### config.mk
export PLATFORM = sky130hd
export DESIGN_NAME = outpkt_join_rr_flat
export DESIGN_NICKNAME = d
export VERILOG_FILES = /design/src/rtl/outpkt_join_rr_if.sv /design/src/rtl/outpkt_join_rr.sv /design/src/flat_wrapper.sv
export SDC_FILE = /design/constraint.sdc
export NUM_CORES = 1
export LEC_CHECK = 0
export ABC_CLOCK_PERIOD_IN_PS = 2750
export BUFFER_PORTS_ARGS = -buffer_cell sky130_fd_sc_hd__buf_2
export CAP_MARGIN = 20
export CORE_MARGIN = 10
export CORE_UTILIZATION = 36
export DETAILED_ROUTE_END_ITERATION = 12
export GPL_ROUTABILITY_DRIVEN = 0
export PLACE_DENSITY = 0.75
export SYNTH_ARGS = -nofsm -noshare
export SYNTH_HDL_FRONTEND = slang
export SYNTH_SLANG_ARGS = --single-unit
### constraint.sdc
create_clock -name CLK -period 2.75 [get_ports CLK]
set_clock_uncertainty 0.05 [all_clocks]
set_input_delay 0.6875 -clock CLK [delete_from_list [all_inputs] [get_ports CLK]]
set_output_delay 0.6875 -clock CLK [all_outputs]
set_load 0.005 [all_outputs]
### src/rtl/outpkt_join_rr_if.sv
// outpkt_join_rr_if: handshake bundle for the packet joiner.
//   din/pkt_end/wr_en/full : N source write ports; source i owns din[WIDTH*(i+1)-1 : WIDTH*i]
//   dout/dout_pkt_end/dout_src/rd_en/empty : single host-side read port
// master = environment (sources + consumer), slave = joiner.
interface outpkt_join_rr_if #(
    parameter int unsigned N     = 4,
    parameter int unsigned WIDTH = 16
);
    localparam int unsigned SRC_W = (N > 1) ? $clog2(N) : 1;

    logic [WIDTH*N-1:0] din;
    logic [N-1:0]       pkt_end;
    logic [N-1:0]       wr_en;
    logic [N-1:0]       full;
    logic [WIDTH-1:0]   dout;
    logic               dout_pkt_end;
    logic [SRC_W-1:0]   dout_src;
    logic               rd_en;
    logic               empty;

    modport master (
        output din, pkt_end, wr_en, rd_en,
        input  full, dout, dout_pkt_end, dout_src, empty
    );

    modport slave (
        input  din, pkt_end, wr_en, rd_en,
        output full, dout, dout_pkt_end, dout_src, empty
    );
endinterface

### src/rtl/outpkt_join_rr.sv
// outpkt_join_rr: packet-atomic N-to-1 joiner with rotating priority and a
// 2-entry output buffer. Once a source is granted, its whole packet passes
// before another source is served.
// Ports:
//   CLK  - clock, rising edge
//   rst  - synchronous active-high reset
//   bus  - outpkt_join_rr_if.slave (source write ports, host read port)
// Build option: OUTPKT_JOIN_HEADER_EN prefixes every packet with one word
// carrying the source number (zero-extended, pkt_end=0).
module outpkt_join_rr #(
    parameter int unsigned N     = 4,
    parameter int unsigned WIDTH = 16
) (
    input  logic              CLK,
    input  logic              rst,
    outpkt_join_rr_if.slave   bus
);
    localparam int unsigned SRC_W = (N > 1) ? $clog2(N) : 1;

    typedef struct packed {
        logic [WIDTH-1:0] data;
        logic             pkt_end;
        logic [SRC_W-1:0] src;
    } entry_t;

`ifdef OUTPKT_JOIN_HEADER_EN
    typedef enum logic [1:0] {IDLE = 2'd0, HDR = 2'd1, PASS = 2'd2} state_t;
`else
    typedef enum logic {IDLE = 1'b0, PASS = 1'b1} state_t;
`endif

    state_t           state;
    logic [SRC_W-1:0] g;
    logic [SRC_W-1:0] ptr;
    logic [SRC_W-1:0] pick;
    logic [SRC_W-1:0] ptr_next;
    logic [1:0]       count;
    entry_t           head;
    entry_t           tail;
    entry_t           push_entry;
    logic [N-1:0]     full_c;
    logic             accept;
    logic             push;
    logic             pop;
    logic             hdr_push;
    logic [WIDTH-1:0] src_word [N];

    // Split the flat input bus into per-source words
    for (genvar i = 0; i < N; i++) begin : g_unpack
        assign src_word[i] = bus.din[WIDTH*i +: WIDTH];
    end

    // Rotating-priority pick: first requester at or after ptr, wrapping
    if (N == 1) begin : g_single
        assign pick     = '0;
        assign ptr_next = '0;
    end else begin : g_rr
        int unsigned idx;
        logic        found;

        always_comb begin
            pick  = ptr;
            found = 1'b0;
            idx   = 0;
            for (int unsigned k = 0; k < N; k++) begin
                idx = 32'(ptr) + k;
                if (idx >= N) begin
                    idx = idx - N;
                end
                if (!found && bus.wr_en[SRC_W'(idx)]) begin
                    pick  = SRC_W'(idx);
                    found = 1'b1;
                end
            end
        end

        assign ptr_next = (g == SRC_W'(N - 1)) ? '0 : g + SRC_W'(1);
    end

    // Only the granted source may write, and only while the buffer has room.
    // Depends on registered state/count only, never on rd_en.
    always_comb begin
        full_c = '1;
        if (state == PASS && count != 2'd2) begin
            full_c[g] = 1'b0;
        end
    end

    assign bus.full = full_c;
    assign accept   = (state == PASS) && bus.wr_en[g] && (count != 2'd2);
    assign pop      = bus.rd_en && (count != 2'd0);

`ifdef OUTPKT_JOIN_HEADER_EN
    assign hdr_push = (state == HDR) && (count != 2'd2);
`else
    assign hdr_push = 1'b0;
`endif

    assign push = accept || hdr_push;

    // Buffer write payload: header word or the granted source's word
    always_comb begin
        push_entry.data    = src_word[g];
        push_entry.pkt_end = bus.pkt_end[g];
        push_entry.src     = g;
        if (hdr_push) begin
            push_entry.data    = WIDTH'(g);
            push_entry.pkt_end = 1'b0;
        end
    end

    // Grant FSM
    always_ff @(posedge CLK) begin
        if (rst) begin
            state <= IDLE;
            g     <= '0;
            ptr   <= '0;
        end else begin
            case (state)
                IDLE: begin
                    if (|bus.wr_en) begin
                        g <= pick;
`ifdef OUTPKT_JOIN_HEADER_EN
                        state <= HDR;
`else
                        state <= PASS;
`endif
                    end
                end
`ifdef OUTPKT_JOIN_HEADER_EN
                HDR: begin
                    if (count != 2'd2) begin
                        state <= PASS;
                    end
                end
`endif
                PASS: begin
                    if (accept && bus.pkt_end[g]) begin
                        state <= IDLE;
                        ptr   <= ptr_next;
                    end
                end
                default: state <= IDLE;
            endcase
        end
    end

    // 2-entry output buffer; head is a register so dout is registered
    always_ff @(posedge CLK) begin
        if (rst) begin
            count <= 2'd0;
            head  <= '0;
            tail  <= '0;
        end else begin
            case ({push, pop})
                2'b10: begin
                    if (count == 2'd0) begin
                        head <= push_entry;
                    end else begin
                        tail <= push_entry;
                    end
                    count <= count + 2'd1;
                end
                2'b01: begin
                    head  <= tail;
                    count <= count - 2'd1;
                end
                2'b11: begin
                    // count is 1 here: full blocks a push while count is 2
                    if (count == 2'd1) begin
                        head <= push_entry;
                    end else begin
                        head <= tail;
                        tail <= push_entry;
                    end
                end
                default: ;
            endcase
        end
    end

    assign bus.dout         = head.data;
    assign bus.dout_pkt_end = head.pkt_end;
    assign bus.dout_src     = head.src;
    assign bus.empty        = (count == 2'd0);
endmodule
### src/flat_wrapper.sv
// flat-port wrapper written by rule: the top's interface ports become plain ports
module outpkt_join_rr_flat 
#(
    parameter int unsigned N     = 4,
    parameter int unsigned WIDTH = 16
)
  (CLK, rst, bus_din, bus_pkt_end, bus_wr_en, bus_rd_en, bus_full, bus_dout, bus_dout_pkt_end, bus_dout_src, bus_empty);
  outpkt_join_rr_if #(.N(N), .WIDTH(WIDTH)) bus_i ();
  input  logic CLK;
  input  logic rst;
  input wire logic [$bits(bus_i.din)-1:0] bus_din;
  input wire logic [$bits(bus_i.pkt_end)-1:0] bus_pkt_end;
  input wire logic [$bits(bus_i.wr_en)-1:0] bus_wr_en;
  input wire logic [$bits(bus_i.rd_en)-1:0] bus_rd_en;
  output wire logic [$bits(bus_i.full)-1:0] bus_full;
  output wire logic [$bits(bus_i.dout)-1:0] bus_dout;
  output wire logic [$bits(bus_i.dout_pkt_end)-1:0] bus_dout_pkt_end;
  output wire logic [$bits(bus_i.dout_src)-1:0] bus_dout_src;
  output wire logic [$bits(bus_i.empty)-1:0] bus_empty;
  assign bus_i.din = bus_din;
  assign bus_i.pkt_end = bus_pkt_end;
  assign bus_i.wr_en = bus_wr_en;
  assign bus_i.rd_en = bus_rd_en;
  assign bus_full = bus_i.full;
  assign bus_dout = bus_i.dout;
  assign bus_dout_pkt_end = bus_i.dout_pkt_end;
  assign bus_dout_src = bus_i.dout_src;
  assign bus_empty = bus_i.empty;
  outpkt_join_rr #(.N(N), .WIDTH(WIDTH)) u_core (.CLK(CLK), .rst(rst), .bus(bus_i));
endmodule
==> impl_summary.log <==
[metrics] CTS tree: yes
[metrics] sequential power share: 36.2%
[metrics] most frequent cells after synthesis: dfxtp_1, nor2_1, mux2i_1
[metrics] worst-case clock buffer depth: 2
[metrics] Clock power frac: 19.9%
[metrics] r2r startpoint: u_core.g[0]$_SDFFE_PP0P_
[metrics] global-route wire length before repair: 11.0 mm
[metrics] cell area after technology mapping: 0.00249 sq mm
[metrics] kind of start point of the critical path: input port
[metrics] fraction of layout cells with a size suffix above 1: 44.4%
[metrics] DRT Pass-1 Iters: 4
[metrics] M2 GR Usage: 23.1%
[metrics] count of boundary I/O pins: 99
[metrics] Psw: 908 uW
[metrics] most used flip-flop cell after synthesis: dfxtp_1
[metrics] Hold Crit Class: flop to flop
[metrics] Worst IR Drop VDD: 0.269 mV
[metrics] Chip Height: 103 um
[metrics] H-tree levels: 2
[metrics] area of the die: 0.0107 sq mm
[metrics] register area: 901 sq um
[metrics] Internal Power: 1.62 mW
[metrics] ratio of final minimum period to clock period: 91.3%
[metrics] number of buffers added by the clock tree synthesis step: 5
[metrics] number of routed nets with antenna violations: 0
[metrics] post-synth net total: 323
[metrics] maximum fanout count along the critical path: 5
[metrics] Worst Setup End Kind: flop
[metrics] count of buffers inserted at the top-level ports: 98
[metrics] global-route usage over all layers: 13.0%
[metrics] FILL cells: 642
[metrics] fraction of met3 tracks used by global routing: 3.99%
[metrics] pin count of the biggest net entering global routing: 46
[metrics] busiest metal layer after global routing: met2
[metrics] achievable frequency: 0.398 GHz
[metrics] Area Overhead vs Synth: 29.9%
[metrics] number of flops mapped to enable cells by yosys: 0
[metrics] ant diodes: 0
[metrics] async set or reset register ratio after synthesis: 0%
[metrics] number of global-route vias before repair: 2325
[metrics] critical path class: input port to flop
[metrics] share of the yosys chip area belonging to registers: 36.1%
[metrics] CTS sink cnt: 45
[metrics] Relative slew margins: 39.8%
[metrics] Hold Path Origin: u_core.state$_SDFF_PP0_
[metrics] initial standard-cell utilization of the core: 36.9%
[metrics] Least-Margin Pin Slew: 0.903 ns
[metrics] P_leak: 1.52 nW
[metrics] Final Hold Vio Count: 0
[metrics] number of register bits inferred by synthesis: 45
[metrics] Row Count: 30
[metrics] total area of multi-input combinational cells: 0.00144 sq mm
[metrics] data required time at the worst endpoint: 2.85 ns
[metrics] number of antenna violations at the first check in global routing: 0
[metrics] post-CTS setup buffers: 0
[metrics] top cells by area in the synthesized netlist: dfxtp_1, mux4_2, mux2i_1
[metrics] hold buffer count at CTS: 0
[metrics] Power, Total: 2.52 mW
[metrics] detailed-route DRC error count: 0
[metrics] unrepaired setup endpoints after global routing: no
[metrics] number of nets in the finished design: 426
[metrics] data arrival time of the critical path: 2.61 ns
[metrics] worst hold-check slack: 0.435 ns
[metrics] gate count after technology mapping: 238
[metrics] average wire length per cell after detail routing: 16.5 um
[metrics] average size of a mapped cell: 10.5 sq um
[metrics] Resized Gates After CTS: 0
[metrics] combinational share of power: 43.9%
[metrics] DR vias/cell: 5.23
[metrics] final period demand of the worst path: 2.51 ns
[metrics] clock insertion delay at the later pin of the skew report: 0.29 ns
[metrics] met1 capacity usage during global routing: 14.4%
[metrics] Max Transition Viols Final: 0
[metrics] count of warnings emitted by yosys: 0
[metrics] switching share of total power: 36.0%
[metrics] worst slack after detailed placement: -0.0834 ns
[metrics] Core Util, Final: 47.9%
[metrics] clock slew at the register clock pins of the worst setup and hold paths: 0.08 ns
[metrics] CORE AREA: 0.00676 sq mm
[metrics] vias: 2206
[metrics] number of max-cap violations: 0
[metrics] die extent in x: 103 um
[metrics] DRT Wirelength: 6.98 mm
[metrics] total instance count after detailed placement: 414
[metrics] fraction of synthesized cell area taken by the top area cell type: 36.1%
[metrics] outcome: completed
[metrics] cell taking the most area after synthesis: dfxtp_1
[metrics] root buf cell: clkbuf_8
[metrics] Starting DRT DRC Count: 89
[metrics] Non-Filler Instances: 422
[metrics] fin worst setup slack: 0.239 ns
[metrics] total congestion overflow: 0
[metrics] most used standard cell by instance count after synthesis: dfxtp_1
[metrics] Power per Cell Area: 780 mW/mm^2
[metrics] estimated wirelength of the detail-placed design: 5.36 mm
[metrics] launching element of the worst setup path: bus_wr_en[0]
[metrics] Finish-stage setup viols: 0
[metrics] Yosys cell types: 33
==> logic make-up after synthesis <==
| group | count (synthesis) | synth area share, % |
|---|---|---|
| DFF | 45 | 36.1 |
| xor gates and xnor gates | 2 | 0.703 |
| buffers and inverters | 28 | 6.22 |
| muxes | 38 | 24.3 |
| and+or+nand+nor | 82 | 16.0 |
| AOI/OAI and AO/OA | 33 | 11.6 |
| adders and majority gates | 10 | 5.02 |
==> layer usage <==
layer / vias to the layer above / wire length, um
met5: - / 0
met4: 0 / 67
met3: 4 / 558
met2: 70 / 3480
met1: 1049 / 2870
li1: 1083 / -
==> critical path, stage by stage <==
cell and delay, ns:
buf_2 0.12, mux4_2 0.48, nand2_1 0.11, inv_1 0.06, ha_1 0.20, nor2b_1 0.13, o21a_1 0.24, buf_4 0.18
a221oi_1 0.33, nor3_2 0.08
==> power groups by stage <==
stage / registers (mW) / logic, mW / clock network [mW]
after floorplan: 0.936 / 0.740 / 0
after global placement: 0.923 / 1.09 / 0
after detailed placement: 0.930 / 1.12 / 0
after CTS: 0.914 / 1.13 / 0.516
after global routing: 0.933 / 1.24 / 0.535
final: 0.913 / 1.11 / 0.503
==> layout make-up <==
cell class	instances	area share (%)
timing repair buffer	115	20.2
clock buffer	6	2.24
sequential	45	27.8
multi-input combinational	165	44.4
inverter	9	1.04
clock inverter	2	1.20
tap	80	3.09
==> final timing paths <==
| check | cells after the start | slack (ns) | endpoint |
|---|---|---|---|
| hold reg to reg | 2 | 0.44 | u_core.state$_SDFF_PP0_ |
| setup / recovery | 10 | 0.24 | u_core.bus.dout[14]$_SDFFE_PP0P_ |
| setup reg to reg | 9 | 0.35 | u_core.bus.dout[14]$_SDFFE_PP0P_ |
| hold / removal | 2 | 0.44 | u_core.state$_SDFF_PP0_ |
==> cell usage in the layout, fill, tap and decap left out, drive strengths merged <==
cell    instances
a211oi          3
a21oi           3
a221oi         20
a31o            1
a31oi           1
buf           115
bufinv          1
clkbuf          6
clkinv          1
dfxtp          45
ha             10
inv             9
mux2i          20
mux4           18
nand2          11
nand2b          2
nand3           1
nor2           41
nor2b           4
nor3           21
nor3b           1
o211ai          1
o21a            2
o221ai          1
o41ai           1
or3             1
xor2            2
==> registers in the layout (all words and copies together), names as in the netlist <==
register,cells
u_core.tail,19
u_core.count,2
u_core.g,2
u_core.ptr,2
u_core.bus.dout_src,2
u_core.state,1
u_core.bus.dout_pkt_end,1
u_core.bus.dout,16
==> through the flow <==
stage	TNS, ns	area, sq um
final	0	3240
after detailed placement	-0.877	3130
after global placement	-0.151	3130
after floorplan	-0.187	2490
after CTS	0	3240
after global routing	0	3240
Note: power is estimated with default switching activity, not from simulation.
